`config.mk`:
```
export PLATFORM = sky130hd
export DESIGN_NAME = rom_arbiter
export DESIGN_NICKNAME = d
export VERILOG_FILES = /design/src/rtl/rom_arbiter.sv
export SDC_FILE = /design/constraint.sdc
export NUM_CORES = 1
export LEC_CHECK = 0
export CAP_MARGIN = 10
export CORE_ASPECT_RATIO = 0.75
export CORE_MARGIN = 2
export CORE_UTILIZATION = 43
export CTS_BUF_LIST = sky130_fd_sc_hd__clkbuf_4
export CTS_CLUSTER_DIAMETER = 200
export DETAILED_ROUTE_END_ITERATION = 6
export HOLD_SLACK_MARGIN = 0.03
export PLACE_DENSITY = 0.95
export SYNTH_ARGS = -nofsm -noshare
export SYNTH_HDL_FRONTEND = slang
export SYNTH_SLANG_ARGS = --single-unit
```
`constraint.sdc`:
```
create_clock -name clk -period 3.9 [get_ports clk]
set_clock_uncertainty 0.05 [all_clocks]
set_input_delay 0.585 -clock clk [delete_from_list [all_inputs] [get_ports clk]]
set_output_delay 0.585 -clock clk [all_outputs]
set_load 0.02 [all_outputs]
```
`src/rtl/rom_arbiter.sv`:
```
// Two-port arbiter (instruction fetch, load) in front of one combinational ROM read port.
// Load wins conflicts until fetch has lost STARVE_MAX cycles in a row; responses arrive one cycle after grant.
module rom_arbiter #(
  parameter int ADDR_WIDTH = 12,
  parameter int STARVE_MAX = 4
) (
  input  logic        clk,
  input  logic        rst_n,
  input  logic        if_req,
  input  logic [31:0] if_addr,
  output logic        if_gnt,
  output logic        if_rvalid,
  output logic [31:0] if_rdata,
  output logic        if_err,
  input  logic        ls_req,
  input  logic [31:0] ls_addr,
  output logic        ls_gnt,
  output logic        ls_rvalid,
  output logic [31:0] ls_rdata,
  output logic        ls_err,
  output logic [31:0] rom_addr,
  input  logic [31:0] rom_data
);

  localparam logic [3:0] STARVE_LIMIT = 4'(STARVE_MAX);
  // Byte-address bits above the ROM; empty when the ROM spans the whole space.
  localparam logic [31:0] RANGE_MASK =
    (ADDR_WIDTH >= 30) ? 32'h0000_0000 : (~((32'h0000_0001 << ADDR_WIDTH) - 32'h0000_0001)) << 2;

  // Misaligned or beyond the ROM: the access is answered with an error instead of data.
  function automatic logic addr_fault(input logic [31:0] addr);
    return (addr[1:0] != 2'b00) || ((addr & RANGE_MASK) != 32'h0000_0000);
  endfunction

  logic [3:0]  starve_cnt_r;
  logic [3:0]  starve_nxt_s;
  logic        if_win_s;
  logic        ls_win_s;
  logic        if_fault_s;
  logic        ls_fault_s;
  logic [31:0] rom_addr_s;
  logic        if_rvalid_r;
  logic [31:0] if_rdata_r;
  logic        if_err_r;
  logic        ls_rvalid_r;
  logic [31:0] ls_rdata_r;
  logic        ls_err_r;

  // Grant decision: load has priority unless fetch has been starved to the limit.
  always_comb begin
    if_win_s = 1'b0;
    ls_win_s = 1'b0;
    if (if_req && (!ls_req || (starve_cnt_r == STARVE_LIMIT))) begin
      if_win_s = 1'b1;
    end else if (ls_req) begin
      ls_win_s = 1'b1;
    end else begin
      if_win_s = 1'b0;
      ls_win_s = 1'b0;
    end
  end

  // ROM address follows whichever port is granted this cycle.
  always_comb begin
    rom_addr_s = 32'h0000_0000;
    case ({if_win_s, ls_win_s})
      2'b10:   rom_addr_s = if_addr;
      2'b01:   rom_addr_s = ls_addr;
      default: rom_addr_s = 32'h0000_0000;
    endcase
  end

  // Consecutive fetch losses; any fetch grant or a dropped fetch request clears it.
  always_comb begin
    starve_nxt_s = 4'd0;
    if (if_req && !if_win_s) begin
      if (starve_cnt_r >= STARVE_LIMIT) begin
        starve_nxt_s = STARVE_LIMIT;
      end else begin
        starve_nxt_s = starve_cnt_r + 4'd1;
      end
    end else begin
      starve_nxt_s = 4'd0;
    end
  end

  assign if_fault_s = addr_fault(if_addr);
  assign ls_fault_s = addr_fault(ls_addr);

  // Starvation counter register.
  always_ff @(posedge clk or negedge rst_n) begin
    if (!rst_n) begin
      starve_cnt_r <= 4'd0;
    end else begin
      starve_cnt_r <= starve_nxt_s;
    end
  end

  // Fetch response: rdata/err only move on a grant, so they hold between responses.
  always_ff @(posedge clk or negedge rst_n) begin
    if (!rst_n) begin
      if_rvalid_r <= 1'b0;
      if_rdata_r  <= 32'h0000_0000;
      if_err_r    <= 1'b0;
    end else begin
      if_rvalid_r <= if_win_s;
      if (if_win_s) begin
        if_err_r   <= if_fault_s;
        if_rdata_r <= if_fault_s ? 32'h0000_0000 : rom_data;
      end
    end
  end

  // Load response, same scheme as fetch.
  always_ff @(posedge clk or negedge rst_n) begin
    if (!rst_n) begin
      ls_rvalid_r <= 1'b0;
      ls_rdata_r  <= 32'h0000_0000;
      ls_err_r    <= 1'b0;
    end else begin
      ls_rvalid_r <= ls_win_s;
      if (ls_win_s) begin
        ls_err_r   <= ls_fault_s;
        ls_rdata_r <= ls_fault_s ? 32'h0000_0000 : rom_data;
      end
    end
  end

  assign if_gnt    = if_win_s;
  assign ls_gnt    = ls_win_s;
  assign rom_addr  = rom_addr_s;
  assign if_rvalid = if_rvalid_r;
  assign if_rdata  = if_rdata_r;
  assign if_err    = if_err_r;
  assign ls_rvalid = ls_rvalid_r;
  assign ls_rdata  = ls_rdata_r;
  assign ls_err    = ls_err_r;

endmodule
```
======== Word-level counts from Yosys, hierarchy flattened ========
Index checks and enable logic that the tools add are counted.
operators by class
  $add $sub $neg .......................... 1
  $mul .................................... 0
  div/mod/pow operators ................... 0
  $lt $le $gt $ge ......................... 1
  eq/ne operators ......................... 3
  shift operators ......................... 0
  muxes and demuxes ....................... 8
  bitwise gates (word level) .............. 0
  reductions and logical operators ........ 11
operator list
  operator             count
  $mux 32              2
  $pmux 32 s2          1
  $reduce_bool 32->1   2
  $mux 4               2
  $add 4x1->4 const B  1
  $eq 4x3->1 const B   1
  $ge 4x3->1 const B   1
  $reduce_bool 2->1    2
  $logic_or 1x1->1     3
  $mux 1               3
  $eq 2x1->1 const B   1
  $eq 2x2->1 const B   1
  $logic_and 1x1->1    2
  $logic_not 1->1      2
word-level totals
  bits in registers ....................... 72
  bits in latches ......................... 0
  bits in writable memories ............... 0
  memory bits (read-only) ................. 0
  input port bits ......................... 100
  output and inout bits ................... 102
  logic and storage cells ................. 31
  memories kept ........................... 0

======== Logic depth before layout (Yosys ltp) ========
Gate-level depths: netlist of the first run.
  word-level depth ........................ 7
  gate-level depth with buffers ........... 7
  depth with buffers taken out ............ 6

======== Worst setup path after synthesis of the first run ========
OpenSTA, ideal clock, no wires.
  path type ............................... input to output
  from .................................... input port ls_req
  to ...................................... output port rom_addr[10]
  arrival ................................. 1.561 ns
  setup slack ............................. 1.704 ns
  cell stages on the path ................. 5
  path through ............................ nand2b_1 clkbuf_1 nand2_1 clkbuf_1 a21o_1
between the ends
  cells in the longest elaborated chain, start to end .. 6
  elaborated cells on any way between the ends .. 9
  those cells by class .................... 2 x eq/ne; 4 x mux; 3 x reduce/logical
RTL lines
  element                                   RTL line  source
  from (decl)                               15        input logic ls_req,
  $logic_not 1->1                           53        if (if_req && (!ls_req || (starve_cnt_r == STARVE_LIMIT))) begin
  $logic_or 1x1->1                          53
  $logic_and 1x1->1                         53
  $mux 1                                    53
  $eq 2x1->1 or $eq 2x2->1 (tied branches)  66        case ({if_win_s, ls_win_s})
  $pmux 32 s2 (*)                           66
  to (decl)                                 21        output logic [31:0] rom_addr,
Mark *: on every way between the ends. The rest lies on a longest branch, timed or not.

======== Final worst setup path of the first run ========
  from .................................... register starve_cnt_r[0]
  to ...................................... output port ls_gnt
between the ends
  cells in the longest elaborated chain, start to end .. 4
RTL lines
  element                 RTL line  source
  from (decl)             35        logic [3:0] starve_cnt_r;
  from (signal assigned)  95        starve_cnt_r <= starve_nxt_s;
  $eq 4x3->1              53
  $logic_or 1x1->1        53
  $logic_and 1x1->1       53
  $mux 1                  53
  to (decl)               17        output logic ls_gnt,
Every way passes these cells.

==> results of run 1 <==
-- through the flow --
step | util | hold WS, ns | area [sq um] | cells | power [mW]
2_1_floorplan | - | 0.239 | 3710 | 374 | 0.887
3_3_place_gp | 0.687 | 0.400 | 5780 | 649 | 1.09
3_5_place_dp | 0.687 | 0.416 | 5780 | 649 | 1.10
4_1_cts | 0.703 | 0.215 | 5920 | 664 | 1.57
5_1_grt | 0.703 | 0.258 | 5920 | 664 | 1.62
6_report | 0.703 | 0.205 | 5920 | 664 | 1.56
-- per-layer routing --
| metal | vias up | part of all wire | routed length, um | GRT usage |
|---|---|---|---|---|
| met5 | - | 0 | 0 | 0 |
| met4 | 0 | 0.016 | 219 | 0.0819 |
| met3 | 28 | 0.086 | 1170 | 0.0787 |
| met2 | 220 | 0.48 | 6600 | 0.465 |
| met1 | 1965 | 0.41 | 5640 | 0.390 |
| li1 | 1806 | - | - | - |
-- worst max-delay path by stage --
stage,slack [ns],to,depth (start not counted),startpoint
floorplan,1.70,rom_addr[10],5,ls_req
global placement,0.67,ls_gnt,6,if_req
detailed placement,0.62,ls_gnt,6,if_req
CTS,0.55,ls_gnt,7,starve_cnt_r[0]
global route,0.37,ls_gnt,7,starve_cnt_r[0]
finish,0.56,ls_gnt,7,starve_cnt_r[0]
-- cell type report --
cell class                 instances  area share
clock buffer                      10      0.0127
clock inverter                     5     0.00994
inverter                           4     0.00254
multi-input combinational        253       0.295
sequential                        72       0.305
tap                              108      0.0228
timing repair buffer             212       0.353
-- layout by cell type (no fill, tap or decap) --
| cell type | synthesis | routed |
|---|---|---|
| dfrtp_1 | 72 | 72 |
| nand2_1 | 4 | 4 |
| o21ai_0 | 3 | 3 |
| a21o_2 | 1 | 1 |
| o22a_1 | 2 | 2 |
| nor4_1 | 5 | 5 |
| bufinv_16 | 0 | 1 |
| ha_1 | 2 | 2 |
| clkinvlp_4 | 0 | 2 |
| o21ai_2 | 6 | 6 |
| nand4b_4 | 0 | 1 |
| buf_2 | 1 | 1 |
| nor4_4 | 0 | 4 |
| or4_1 | 1 | 1 |
| buf_4 | 0 | 12 |
| and3_1 | 32 | 32 |
| a211o_4 | 1 | 1 |
| clkbuf_4 | 0 | 10 |
| a21oi_1 | 1 | 1 |
| clkinv_2 | 0 | 1 |
| conb_1 | 1 | 1 |
| o2bb2ai_1 | 32 | 32 |
| or4_4 | 1 | 1 |
| nand4_1 | 65 | 65 |
| inv_1 | 4 | 4 |
| clkinv_4 | 0 | 1 |
| clkdlybuf4s50_1 | 0 | 199 |
| o21ai_1 | 24 | 24 |
| nand3_1 | 34 | 34 |
| nor4b_1 | 1 | 1 |
| nand2b_1 | 1 | 1 |
| a21o_1 | 31 | 31 |
-- power by group through the flow --
| stage | Combinational [mW] | Clock, mW | Sequential, mW |
|---|---|---|---|
| CTS | 0.336 | 0.479 | 0.751 |
| finish | 0.338 | 0.469 | 0.751 |
| global placement | 0.328 | 0 | 0.765 |
| detailed placement | 0.334 | 0 | 0.766 |
| floorplan | 0.120 | 0 | 0.767 |
| global route | 0.356 | 0.515 | 0.752 |
-- registers in the layout, indices dropped and copies added, names as in the netlist --
| register | flops |
|---|---|
| if_rdata | 32 |
| ls_rdata | 32 |
| starve_cnt_r | 4 |
| if_err | 1 |
| if_rvalid | 1 |
| ls_err | 1 |
| ls_rvalid | 1 |
-- cells in the mapped netlist (all sizes together) --
cell type and number:
or4 2, conb 1, nor4 9, nor4b 1, o22a 2, nand2 4, nand4 65, clkbuf 36
a21o 32, buf 9, o21ai 33, nand2b 1, nand3 34, a211o 1, o2bb2ai 32, dfrtp 72
a21oi 1, ha 2, and3 32, inv 4, nand4b 1
-- kinds of logic (layout without fill, tap and decap cells) --
kind of cell | after synthesis | after routing | share of synthesized area
and+or+nand+nor | 149 | 149 | 0.249
AOI/OAI and AO/OA | 101 | 101 | 0.202
DFF | 72 | 72 | 0.486
buffers and inverters | 49 | 231 | 0.0560
adders and majority gates | 2 | 2 | 0.00674
other | 1 | 1 | 0.00101
==> run metrics, run 1 <==
Die W 111 um; Iteration-0 DRC Markers 325; Max Cap Viol 0; Reg2Reg Depth 7; final hold violations 0; switching share of power 0.280; total nets after synthesis 476; setup TNS 0 ns; r2r setup slk 1.71 ns; reg2reg end ls_rdata[16]; Top Family by Delay on Critical Path buffers and inverters; Total Routing Usage GR 0.290; fin nets 654; Tcrit/Tclk final 0.857; Logic pwr share 0.217; PD cells 263 mW/mm^2; clock slew at reported path FFs 0.13 ns; Seq cells post-synth 72; RSZ-0062 raised after global routing false; maximum fanout along the worst path 66; DP Wirelength 9.38 mm; RD Place Congestion 0.858; area leader, netlist dfrtp_1; P_leak 2.46 nW; clock share of power 0.301; Synth Warn # 0; hold_buf cts 0; Final min period 3.34 ns; Least-Margin Pin Slew 0.890 ns; worst setup path category flop to output port; register area share after synthesis 0.486; critical path's largest stage delay 0.61 ns; hold crit path type input port to async pin; Worst Path Buf+Inv 4; Critical Path Sink Type output port; Fillers 632; CTS H-Tree Depth 3; # DRC 0; wire length per cell 20.5 um; area of the multi-input gates 0.00174 sq mm; TritonCTS clock tree yes; drt first pass iters 7; CTS root buf clkbuf_4; io pins 202; FMAX 0.299 GHz; Post-Synthesis Cells 374; initial antenna violation count 0; input/output buffers 201; startpoint types flop; Via Count 4019; internal power 1.12 mW; setup violators final 0; CP max-delay cell clkdlybuf4s50_1; largest net degree at the start of global routing 73; Max Slew Vio Count 0; CP most frequent cell inv_1; Reg power frac 0.482; CTS Buf Count 9; share of cells above drive strength 1 0.0755; Yosys top cell area share 0.486; vias per cell 6.05; Antenna diodes 0; worst path cell trace inv_1 -> ha_1 -> nand4b_4 -> buf_4 -> nand2_1 -> inv_1 -> clkdlybuf4s50_1; postcts setup bufs 0; vias in the first global route 3990; Place WS 0.617 ns; Synth area leaders dfrtp_1 49%, nand4_1 11%, o2bb2ai_1 7.6%; register area 0.00180 sq mm; total wire length 13.6 mm; Netlist cell types 28; Post-CTS Resized 0; syn avg cell area 9.92 sq um; Initial Util 0.441; R2R Path Start starve_cnt_r[0]; Clk Latency, worst-skew pair 0.43 ns; area of the core 0.00842 sq mm; row cnt 29; Layout Area Growth over Synthesis 59.5%; die height 84.4 um; Slew Limit Headroom 0.406; Clock Sinks 72; Worst EP required 3.26 ns; outcome completed; Final ANT Viol Nets 0; P_sw 0.437 mW; global-route wire length before repair 21.6 mm; min setup slack post-route 0.557 ns; Post-Syn Area 0.00371 sq mm; die area 0.00939 sq mm; Worst VDD drop 268 uV; clock buffer depth 2; WP data arrival 2.71 ns; Overflow after GRT 0
No activity file was read; power rests on OpenSTA's default activity.
==> run 2: changes to the inputs <==
--- a/config.mk
+++ b/config.mk
@@ -6,11 +6,13 @@
 export NUM_CORES = 1
 export LEC_CHECK = 0
 export CAP_MARGIN = 10
+export CELL_PAD_IN_SITES_DETAIL_PLACEMENT = 2
+export CELL_PAD_IN_SITES_GLOBAL_PLACEMENT = 2
 export CORE_ASPECT_RATIO = 0.75
 export CORE_MARGIN = 2
-export CORE_UTILIZATION = 43
+export CORE_UTILIZATION = 24
 export CTS_BUF_LIST = sky130_fd_sc_hd__clkbuf_4
-export CTS_CLUSTER_DIAMETER = 200
+export CTS_CLUSTER_DIAMETER = 100
 export DETAILED_ROUTE_END_ITERATION = 6
 export HOLD_SLACK_MARGIN = 0.03
 export PLACE_DENSITY = 0.95
==> run 2 against run 1 <==
Compared with the run above: first-iteration DRC count down 13%; critical endpoint is now rom_addr[6]; combinational power increased by 4%; largest cell class unchanged; global-route usage shrank 7.2 points.
==> run metrics, run 2 (same netlist as run 1, synthesis figures left out) <==
outcome completed (unchanged); clock buffer depth 2 (unchanged); drt first pass iters 4 (was 7); die height 112 um (was 84.4 um); RD Place Congestion 0.911 (was 0.858); input/output buffers 201 (unchanged); Final min period 3.35 ns (was 3.34 ns); Via Count 4013 (was 4019); vias in the first global route 4563 (was 3990); Met2 Wirelength 9.17 mm (was 6.60 mm); initial antenna violation count 0 (unchanged); FMAX 0.298 GHz (was 0.299 GHz); Worst Path Buf+Inv 3 (was 4); DR top layer met4 (unchanged); wire length per cell 23.4 um (was 20.5 um); fin cells 762 (was 664); global-route wire length before repair 27.7 mm (was 21.6 mm); commonest non-fill, non-tap cell in the layout clkdlybuf4s50_1 (unchanged); CTS H-Tree Depth 3 (unchanged); startpoint types input port (was flop); Initial Util 0.244 (was 0.441); cell count after placement 746 (was 649); critical path's largest stage delay 0.62 ns (was 0.61 ns); # DRC 0 (unchanged); vias per cell 5.27 (was 6.05); Top Family by Delay on Critical Path buffers and inverters (unchanged); Post-CTS Resized 0 (unchanged); Clock Sinks 72 (unchanged); io pins 202 (unchanged); setup violators final 0 (unchanged); PD cells 263 mW/mm^2 (about the same); RSZ-0062 raised after global routing false (unchanged); WP data arrival 2.72 ns (was 2.71 ns); CTS Buf Count 9 (unchanged); setup TNS 0 ns (unchanged); Max Cap Viol 0 (unchanged); Slew Limit Headroom 0.359 (was 0.406); total power 1.59 mW (was 1.56 mW); Place WS 0.535 ns (was 0.617 ns); P_leak 2.47 nW (was 2.46 nW); Layout Area Growth over Synthesis 63.0% (was 59.5%); Fillers 1609 (was 632); Worst EP required 3.26 ns (about the same); final hold violations 0 (unchanged); CTS root buf clkbuf_4 (unchanged); Max Slew Vio Count 0 (unchanged); worst path cell trace clkdlybuf4s50_1 -> nand4b_4 -> buf_4 -> and3_1 -> a21o_1 -> clkdlybuf4s50_1 (was inv_1 -> ha_1 -> nand4b_4 -> buf_4 -> nand2_1 -> inv_1 -> clkdlybuf4s50_1); clock slew at reported path FFs 0.13 ns (about the same); TritonCTS clock tree yes (unchanged); fin nets 654 (unchanged); row cnt 39 (was 29); Least-Margin Pin Slew 0.961 ns (was 0.890 ns); Total Routing Usage GR 0.217 (was 0.290); CP max-delay cell clkdlybuf4s50_1 (unchanged); area of the core 0.0152 sq mm (was 0.00842 sq mm); Antenna diodes 0 (unchanged); WL met3 724 um (was 1.17 mm); share of cells above drive strength 1 0.0790 (was 0.0755); r2r setup slk 1.58 ns (was 1.71 ns); Tcrit/Tclk final 0.860 (was 0.857); maximum fanout along the worst path 58 (was 66); total wire length 17.8 mm (was 13.6 mm); CP most frequent cell clkdlybuf4s50_1 (was inv_1); postcts setup bufs 0 (unchanged); Overflow after GRT 0 (unchanged); hold crit path type input port to async pin (unchanged); leading cell types in the layout, fill and taps excluded 199 x clkdlybuf4s50_1, 72 x dfrtp_1, 65 x nand4_1, 34 x nand3_1 (unchanged); Final ANT Viol Nets 0 (unchanged); Die W 148 um (was 111 um); Worst VDD drop 124 uV (was 268 uV); DP Wirelength 12.8 mm (was 9.38 mm); largest net degree at the start of global routing 73 (unchanged); worst setup path category input port to output port (was flop to output port); hold_buf cts 0 (unchanged); die area 0.0165 sq mm (was 0.00939 sq mm); Iteration-0 DRC Markers 283 (was 325); placed instance area 0.00591 sq mm (was 0.00578 sq mm); Final Cell Area 0.00605 sq mm (was 0.00592 sq mm); min setup slack post-route 0.547 ns (was 0.557 ns); Critical Path Sink Type output port (unchanged); Clk Latency, worst-skew pair 0.39 ns (was 0.43 ns); met1 WL 7.84 mm (was 5.64 mm)
run 2: cell types whose count changed in the layout (fill, tap and decap cells not counted), sizes merged:
cell,before,now
clkbuf,10,9
clkinv,2,4
run 2: area by class of cell:
type / instances / area [sq um] / share of cell area
Inverter: 4 / 15.0 / 0.00248
Clock buffer: 9 / 67.6 / 0.0112
Clock inverter: 7 / 72.6 / 0.0120
Multi-Input combinational cell: 253 / 1750 / 0.289
Sequential cell: 72 / 1800 / 0.298
Timing Repair Buffer: 212 / 2090 / 0.345
Tap cell: 205 / 256 / 0.0424
run 2: worst paths after layout:
check,startpoint,to,depth (start not counted)
max,if_req,rom_addr[6],6
min,rst_n,ls_rdata[16],1
max reg2reg,starve_cnt_r[0],ls_rdata[20],7
min reg2reg,starve_cnt_r[0],starve_cnt_r[0],1
max in group asynchronous,rst_n,if_rdata[14],1
min in group clk,ls_req,if_rvalid,3
run 2: per-stage QoR:
| stage | util | hold WS [ns] |
|---|---|---|
| after floorplan | - | 0.239 |
| after global placement | 0.389 | 0.400 |
| after detailed placement | 0.389 | 0.427 |
| after CTS | 0.398 | 0.266 |
| after global routing | 0.398 | 0.290 |
| final | 0.398 | 0.222 |
run 2: power by group:
part | total [mW] | leakage, nW | switching (mW) | internal, mW
logic | 0.351 | 1.41 | 0.177 | 0.174
registers | 0.752 | 0.989 | 0.00242 | 0.749
clock network | 0.485 | 0.0719 | 0.290 | 0.195
total | 1.59 | 2.47 | 0.469 | 1.12
run 2: per-layer routing:
layer	up-vias	global-route usage
li1	1810	-
met3	10	0.0410
met1	2075	0.299
met2	118	0.365
met5	-	0
met4	0	0.0327
==> run 3: changes to the inputs <==
--- a/config.mk
+++ b/config.mk
@@ -11,7 +11,7 @@
 export CORE_ASPECT_RATIO = 0.75
 export CORE_MARGIN = 2
 export CORE_UTILIZATION = 24
-export CTS_BUF_LIST = sky130_fd_sc_hd__clkbuf_4
+export CTS_BUF_LIST = sky130_fd_sc_hd__clkbuf_16
 export CTS_CLUSTER_DIAMETER = 100
 export DETAILED_ROUTE_END_ITERATION = 6
 export HOLD_SLACK_MARGIN = 0.03
==> run 3 against run 2 <==
Compared with the run above: combinational power hardly changed; global-route usage is 0.13 points higher; sequential share of layout area is 0.76 points lower; highest routed layer unchanged.
==> run metrics, run 3 (same netlist as run 1, synthesis figures left out) <==
maximum fanout along the worst path 58 (unchanged); min setup slack post-route 0.542 ns (was 0.547 ns); hold_buf cts 0 (unchanged); Stages on worst setup path 6 (unchanged); leading cell types in the layout, fill and taps excluded 199 x clkdlybuf4s50_1, 72 x dfrtp_1, 65 x nand4_1, 34 x nand3_1 (unchanged); Iteration-0 DRC Markers 289 (was 283); WP data arrival 2.72 ns (about the same); vias per cell 5.32 (was 5.27); share of cells above drive strength 1 0.0790 (unchanged); die area 0.0165 sq mm (unchanged); total wire length 17.9 mm (was 17.8 mm); vias in the first global route 4562 (was 4563); worst setup path category input port to output port (unchanged); startpoint types input port (unchanged); Worst EP required 3.26 ns (about the same); Via Count 4052 (was 4013); worst path cell trace clkdlybuf4s50_1 -> nand4b_4 -> buf_4 -> and3_1 -> a21o_1 -> clkdlybuf4s50_1 (unchanged); setup violators final 0 (unchanged); clock buffer depth 2 (unchanged); TritonCTS clock tree yes (unchanged); Clock Sinks 72 (unchanged); CTS root buf clkbuf_16 (was clkbuf_4); Antenna diodes 0 (unchanged); initial antenna violation count 0 (unchanged); Least-Margin Pin Slew 0.954 ns (was 0.961 ns); CP max-delay cell clkdlybuf4s50_1 (unchanged); Critical Path Sink Type output port (unchanged); Max Cap Viol 0 (unchanged); Reg2Reg Depth 7 (unchanged); area of the core 0.0152 sq mm (unchanged); CTS H-Tree Depth 3 (unchanged); global-route wire length before repair 27.8 mm (was 27.7 mm); largest net degree at the start of global routing 73 (unchanged); Place WS 0.535 ns (unchanged); # DRC 0 (unchanged); outcome completed (unchanged); Worst Path Buf+Inv 3 (unchanged); Clk Latency, worst-skew pair 0.32 ns (was 0.39 ns); Initial Util 0.244 (unchanged); Top Family by Delay on Critical Path buffers and inverters (unchanged); io pins 202 (unchanged); input/output buffers 201 (unchanged); postcts setup bufs 0 (unchanged); Die W 148 um (unchanged); Final min period 3.36 ns (was 3.35 ns); CP most frequent cell clkdlybuf4s50_1 (unchanged); Final ANT Viol Nets 0 (unchanged); drt first pass iters 4 (unchanged); row cnt 39 (unchanged); final hold violations 0 (unchanged); fin nets 654 (unchanged); Tcrit/Tclk final 0.861 (was 0.860); setup TNS 0 ns (unchanged); RD Place Congestion 0.911 (unchanged); Post-CTS Resized 0 (unchanged); Worst VDD drop 181 uV (was 124 uV); wire length per cell 23.5 um (was 23.4 um); die height 112 um (unchanged); FMAX 0.298 GHz (about the same); Layout Area Growth over Synthesis 67.3% (was 63.0%); clock slew at reported path FFs 0.06 ns (was 0.13 ns); PD cells 311 mW/mm^2 (was 263 mW/mm^2); Overflow after GRT 0 (unchanged); DP Wirelength 12.8 mm (unchanged); commonest non-fill, non-tap cell in the layout clkdlybuf4s50_1 (unchanged); Max Slew Vio Count 0 (unchanged); critical path's largest stage delay 0.62 ns (about the same); CTS Buf Count 9 (unchanged); Slew Limit Headroom 0.364 (was 0.359); hold crit path type input port to async pin (unchanged); RSZ-0062 raised after global routing false (unchanged); P_leak 2.54 nW (was 2.47 nW); Total Routing Usage GR 0.219 (was 0.217)
[run 3: through the flow]
stage	instances	util	power, mW	hold WS [ns]	instance area (sq um)
after floorplan	374	-	0.887	0.239	3710
after global placement	746	0.389	1.10	0.400	5910
after detailed placement	746	0.389	1.12	0.427	5910
after CTS	762	0.409	1.95	0.396	6200
after global routing	762	0.409	2.00	0.427	6200
final	762	0.409	1.93	0.344	6200
[run 3: cell type report]
type	count	area, sq um
Multi-Input combinational cell	253	1750
Sequential cell	72	1800
Clock inverter	7	72.6
Inverter	4	15.0
Tap cell	205	256
Clock buffer	9	225
Timing Repair Buffer	212	2090
Fill cell	1605	8970
[run 3: layer usage]
layer | track usage | vias up | wire (um)
li1 | - | 1804 | -
met3 | 0.0410 | 16 | 751
met2 | 0.366 | 123 | 9100
met1 | 0.300 | 2109 | 7880
met5 | 0 | - | 0
met4 | 0.0365 | 0 | 150
[run 3: final timing paths]
path | startpoint | end | slack (ns)
worst max-delay path | if_req | rom_addr[6] | 0.54
worst min-delay path | rst_n | ls_rdata[16] | 0.34
worst max register to register | starve_cnt_r[0] | ls_rdata[20] | 1.59
worst min register to register | starve_cnt_r[0] | starve_cnt_r[0] | 0.44
max in group asynchronous | rst_n | ls_rdata[9] | 2.82
min in group clk | starve_cnt_r[0] | starve_cnt_r[0] | 0.44
[run 3: where the power goes]
group	leakage (nW)	switching (mW)	internal [mW]	total [mW]
combinational	1.41	0.177	0.174	0.351
sequential	0.989	0.00250	0.750	0.752
clock	0.141	0.329	0.495	0.824
